**src/rtl/rfaludm_sequencer.sv**
```systemverilog
// Multi-cycle LEGv8 control sequencer for the register-file / ALU / data-memory datapath.
// Define RFALUDM_XZR_EN to treat register 31 as XZR, so write-back to it is dropped.
module rfaludm_sequencer (
    input  logic        clock,
    input  logic        reset,
    input  logic [31:0] instr,
    input  logic        instr_valid,
    output logic        instr_ready,
    input  logic        Zero,
    output logic [5:0]  Read1,
    output logic [5:0]  Read2,
    output logic [5:0]  WriteReg,
    output logic        RegWrite,
    output logic [1:0]  ALUOp,
    output logic [10:0] OpCodefield,
    output logic [1:0]  AluSrc,
    output logic [8:0]  SEin,
    output logic        MemRead,
    output logic        MemWrite,
    output logic        busy,
    output logic        done,
    output logic        branch_taken,
    output logic        illegal
);

    typedef enum logic [2:0] {IDLE, DECODE, EXEC, MEM, WB, BR} state_t;
    typedef enum logic [2:0] {CLS_R, CLS_LD, CLS_ST, CLS_CBZ, CLS_ILL} cls_t;

    state_t      state_reg, state_next;
    logic [31:0] instr_reg, cur_instr;
    logic        accept;
    cls_t        cls;
    logic        unused_bits;

    logic        ready_next, busy_next, regwrite_next, memread_next, memwrite_next;
    logic        done_next, taken_next, illegal_next;
    logic [5:0]  read1_next, read2_next, writereg_next;
    logic [1:0]  aluop_next, alusrc_next;
    logic [10:0] opcode_next;
    logic [8:0]  sein_next;

    assign accept      = (state_reg == IDLE) && instr_valid;
    // Outputs are computed from the state being entered, so the word being accepted is decoded directly.
    assign cur_instr   = accept ? instr : instr_reg;
    assign unused_bits = ^cur_instr[11:10];

    always_comb begin
        cls = CLS_ILL;
        if (cur_instr[31:24] == 8'b10110100) begin
            cls = CLS_CBZ;
        end else begin
            case (cur_instr[31:21])
                11'b10001011000, 11'b11001011000,
                11'b10001010000, 11'b10101010000: cls = CLS_R;
                11'b11111000010:                  cls = CLS_LD;
                11'b11111000000:                  cls = CLS_ST;
                default:                          cls = CLS_ILL;
            endcase
        end
    end

    always_comb begin
        state_next = state_reg;
        case (state_reg)
            IDLE:   if (instr_valid) state_next = DECODE;
            DECODE: state_next = (cls == CLS_ILL) ? IDLE : EXEC;
            EXEC: begin
                case (cls)
                    CLS_R:          state_next = WB;
                    CLS_LD, CLS_ST: state_next = MEM;
                    CLS_CBZ:        state_next = BR;
                    default:        state_next = IDLE;
                endcase
            end
            MEM:     state_next = (cls == CLS_LD) ? WB : IDLE;
            WB, BR:  state_next = IDLE;
            default: state_next = IDLE;
        endcase
    end

    always_comb begin
        ready_next    = (state_next == IDLE);
        busy_next     = (state_next != IDLE);
        read1_next    = '0;
        read2_next    = '0;
        writereg_next = '0;
        regwrite_next = 1'b0;
        aluop_next    = '0;
        alusrc_next   = '0;
        sein_next     = '0;
        opcode_next   = '0;

        if (state_next != IDLE) begin
            opcode_next = cur_instr[31:21];
            case (cls)
                CLS_R: begin
                    read1_next = {1'b0, cur_instr[9:5]};
                    read2_next = {1'b0, cur_instr[20:16]};
                end
                CLS_LD, CLS_ST: begin
                    read1_next = {1'b0, cur_instr[9:5]};
                    read2_next = {1'b0, cur_instr[4:0]};
                end
                CLS_CBZ: read2_next = {1'b0, cur_instr[4:0]};
                default: ;
            endcase
        end

        // ALU controls stay stable from EXEC until the instruction retires.
        if (state_next inside {EXEC, MEM, WB, BR}) begin
            case (cls)
                CLS_R: aluop_next = 2'b10;
                CLS_LD, CLS_ST: begin
                    aluop_next  = 2'b00;
                    alusrc_next = 2'b01;
                    sein_next   = cur_instr[20:12];
                end
                CLS_CBZ: aluop_next = 2'b01;
                default: ;
            endcase
        end

        if (state_next == WB) begin
            writereg_next = {1'b0, cur_instr[4:0]};
            regwrite_next = 1'b1;
`ifdef RFALUDM_XZR_EN
            if (cur_instr[4:0] == 5'd31) regwrite_next = 1'b0;
`else
            regwrite_next = 1'b1;
`endif
        end

        illegal_next  = (state_next == DECODE) && (cls == CLS_ILL);
        memread_next  = (state_next == MEM) && (cls == CLS_LD);
        memwrite_next = (state_next == MEM) && (cls == CLS_ST);
        done_next     = (state_next == WB) || (state_next == BR) ||
                        ((state_next == MEM) && (cls == CLS_ST));
        taken_next    = (state_next == BR) && Zero;
    end

    always_ff @(posedge clock or posedge reset) begin
        if (reset) begin
            state_reg    <= IDLE;
            instr_reg    <= '0;
            instr_ready  <= 1'b1;
            busy         <= 1'b0;
            Read1        <= '0;
            Read2        <= '0;
            WriteReg     <= '0;
            RegWrite     <= 1'b0;
            ALUOp        <= '0;
            AluSrc       <= '0;
            SEin         <= '0;
            OpCodefield  <= '0;
            MemRead      <= 1'b0;
            MemWrite     <= 1'b0;
            done         <= 1'b0;
            branch_taken <= 1'b0;
            illegal      <= 1'b0;
        end else begin
            state_reg    <= state_next;
            if (accept) instr_reg <= instr;
            instr_ready  <= ready_next;
            busy         <= busy_next;
            Read1        <= read1_next;
            Read2        <= read2_next;
            WriteReg     <= writereg_next;
            RegWrite     <= regwrite_next;
            ALUOp        <= aluop_next;
            AluSrc       <= alusrc_next;
            SEin         <= sein_next;
            OpCodefield  <= opcode_next;
            MemRead      <= memread_next;
            MemWrite     <= memwrite_next;
            done         <= done_next;
            branch_taken <= taken_next;
            illegal      <= illegal_next;
        end
    end

endmodule

```
**config.mk**
```make
export PLATFORM = sky130hd
export DESIGN_NAME = rfaludm_sequencer
export DESIGN_NICKNAME = d
export VERILOG_FILES = /design/src/rtl/rfaludm_sequencer.sv
export SDC_FILE = /design/constraint.sdc
export NUM_CORES = 1
export LEC_CHECK = 0
export CAP_MARGIN = 40
export CORE_ASPECT_RATIO = 0.75
export CORE_UTILIZATION = 48
export DETAILED_ROUTE_END_ITERATION = 7
export PLACE_DENSITY = 0.79
export SYNTH_ARGS = -nofsm -noshare
export SYNTH_HDL_FRONTEND = slang
export SYNTH_SLANG_ARGS = --single-unit
```
**constraint.sdc**
```tcl
create_clock -name clock -period 5.9 [get_ports clock]
set_input_delay 1.475 -clock clock [delete_from_list [all_inputs] [get_ports clock]]
set_output_delay 1.475 -clock clock [all_outputs]
set_load 0.02 [all_outputs]
```
==> metrics.csv <==
stage,metric,value,unit
critical_path,r2r endpoint,Read1[0],
die,# rows,25,
route,drc violations,0,
route,post-route ant nets,0,
critical_path,flop2flop setup slack,2.79,ns
die,overall die area,7020,µm²
synth,Area contributors post-synth,"dfrtp_1, nand2_1, mux2i_1",
sta,Hold Fails Final Rpt,0,
worst_hold_path,Hold EP,instr_reg[12],
sta,Clock Skew,0.00939,ns
power_and_ir_drop,Max VDD drop,0.000158,V
sta,Tightest Pin Transition,0.744,ns
sta,RSZ-0062 raised after global routing,false,
route,Post-Route WL,7360,µm
critical_path,crit-path max FO,27,
run_status,status,completed,
sta,setup TNS,0,ns
clock_tree,post-CTS sizing,0,
final_layout,Sequential Area,1980,µm²
clock_tree,Post-CTS Hold Buffers,0,
power_and_ir_drop,pwr dens,268,nW/µm²
final_layout,final net count,407,
die,Top-Level Pins,86,
worst_hold_path,Hold Path Depth,2,
sta,Setup Viol. Count Final,0,
global_routing,GRT Util Overall,0.231,
synth,Post-Syn Area per Cell,11.0,µm²
route,Vias,2437,
die,core region area,6380,µm²
critical_path,Crit Path Class,in2reg,
critical_path,critical path startpoint category,input pin,
run,max-cap violations,0,
sta,Tcrit/Tclk final,0.706,
synth,Ys Warns,0,
clock_tree,number of CTS-inserted buffers,9,
synth,synthesized area,3210,µm²
sta,Max Fclk,0.240,GHz
route,DR vias/cell,5.34,
critical_path,critical path arrival,4.42,ns
synth,count of different cell masters after synthesis,43,
synth,dominant cell type by area after synthesis,dfrtp_1,
final_layout,Antenna diodes,0,
global_routing,number of global-route vias before repair,2360,
critical_path,r2r worst-path depth,8,
placement,Placer Congestion,0.915,
power_and_ir_drop,Leak,1.96,nW
clock_tree,CTS root buffer,clkbuf_8,
placement,"worst slack, placed",1.39,ns
die,DIE HEIGHT,72.8,µm
global_routing,largest net degree at the start of global routing,51,
sta,count of pins over their slew limit,0,
global_routing,initial antenna violation count,0,
clock_tree,CTS max path bufs,2,
sta,Worst Slack Setup Final,1.74,ns
clock_tree,CTS HTree Levels,3,
sta,Slew HR,0.503,
die,Die Wd,96.4,µm
clock_tree,postcts setup bufs,0,
clock_tree,worst skew pair latency,0.35,ns
placement,post-DP HPWL,5020,µm
final_layout,# fillers,500,
route,first drt pass iteration count,4,
route,routed length per instance,16.1,µm
sta,Min Hold Slack,0.472,ns
die,initial core utilization,0.503,
worst_hold_path,Hold Path Origin,instr_reg[12],
global_routing,first-pass GRT wire length,11700,µm
final_layout,synthesis-to-layout area growth,31.9,%
global_routing,Congestion Overflow GR,0,
synth,Gate Count Post-Synth,291,
critical_path,Crit. End Element,register,
route,initial DRC count,142,
synth,"Seq/Total Area, Yosys",0.617,
worst_hold_path,Tightest Hold Check Type,reg2reg,
final_layout,max reg flops,30,
synth,"flops & latches, synth",79,
final_layout,footprint of the multi-input gates,1070,µm²
clock_tree,CTS tree,done,
placement,PortBufs,79,
clock_tree,CTS sink cnt,79,
critical_path,reg-to-reg critical path startpoint,state_reg[2],
synth,post-synth top area share,0.608,
clock_tree,clock-pin slew on the worst setup and hold paths,0.08,ns
sta,fin crit period,4.16,ns
final_layout,Final Core Density,0.663,
final_layout,share of cells above drive strength 1,0.0827,
critical_path,CP required,6.15,ns
## critical path, cell delays in order
cell and delay, ns:
clkdlybuf4s50_1 0.47, nor4b_4 0.18, buf_4 0.32, nand4_1 0.15, o32a_1 0.45, or3b_1 0.48, a21oi_2 0.20, nand2_2 0.36
a211oi_1 0.33
## synthesized netlist by cell type (all sizes together)
cell and instances:
a211oi 5, a21boi 9, a21oi 13, a31oi 1, and2 7, and3 1
buf 9, clkbuf 8, conb 1, dfrtp 78, dfstp 1, inv 21
mux2i 14, nand2 61, nand2b 1, nand3 5, nand4 2, nand4b 1
nor2 13, nor3 9, nor3b 8, nor4 3, nor4b 4, nor4bb 2
o21bai 1, o22a 6, o22ai 1, o31a 1, o32a 1, or2 1
or3 1, or3b 1, or4b 1
## layer usage
metal  wire length, µm  up-vias  GRT usage
li1                  -     1120          -
met1              3330     1183      0.333
met2              3330      124      0.336
met3               603       10     0.0729
met4                97        0     0.0670
met5                 0        -          0
## logic make-up (layout without fill, tap and decap cells)
family	Yosys count	in the layout	synth area share
AND/OR/NAND/NOR	121	121	0.200
flip-flops	79	79	0.617
multiplexers	14	14	0.0437
buffers and inverters	38	119	0.0546
AO/OA/AOI/OAI	38	38	0.0839
other	1	4	0.00117
## report_power, final
group	total, mW	internal, mW	switching (mW)
logic	0.152	0.0664	0.0853
clock network	0.383	0.194	0.189
registers	0.599	0.578	0.0209
## cell usage in the layout (no fill, tap or decap), types with 2 or more instances in the layout
cell | netlist | final
dfrtp_1 | 78 | 78
mux2i_1 | 14 | 14
nand3_1 | 5 | 5
a21oi_1 | 11 | 11
clkdlybuf4s50_1 | 0 | 79
nor4b_2 | 2 | 2
and2_1 | 7 | 7
nor3_1 | 8 | 8
a21boi_1 | 8 | 8
nor3b_1 | 6 | 6
nor4bb_1 | 2 | 2
nor2_1 | 13 | 13
conb_1 | 1 | 4
inv_1 | 21 | 20
a211oi_1 | 5 | 5
clkinvlp_4 | 0 | 2
o22a_1 | 6 | 6
nor3b_2 | 2 | 2
clkinv_2 | 0 | 2
nand2_1 | 60 | 60
nand4_1 | 2 | 2
a21oi_2 | 2 | 2
nor4_1 | 2 | 2
buf_4 | 6 | 4
clkbuf_8 | 0 | 9
## per-stage QoR
step | total power, mW | cells | instance area, µm²
3_3_place_gp | 0.754 | 441 | 4050
5_1_grt | 1.18 | 456 | 4230
6_report | 1.13 | 456 | 4230
2_1_floorplan | 0.695 | 294 | 3220
4_1_cts | 1.14 | 456 | 4230
3_5_place_dp | 0.760 | 441 | 4050
## cell type report
type,instances,area share
Clock buffer,10,0.0302
Timing Repair Buffer,83,0.194
Clock inverter,5,0.0139
Inverter,21,0.0189
Sequential cell,79,0.467
Tap cell,81,0.0239
Multi-Input combinational cell,177,0.252
## worst max-delay path by stage
stage | startpoint | endpoint | cells after the start
after floorplan | reset | ALUOp[0] | 1
after global placement | instr_valid | SEin[1] | 6
after detailed placement | instr_valid | OpCodefield[8] | 6
after CTS | instr_valid | OpCodefield[8] | 6
after global routing | instr_valid | Read1[2] | 9
final | instr_valid | Read1[0] | 9
Power figures use the tool's default switching activity.
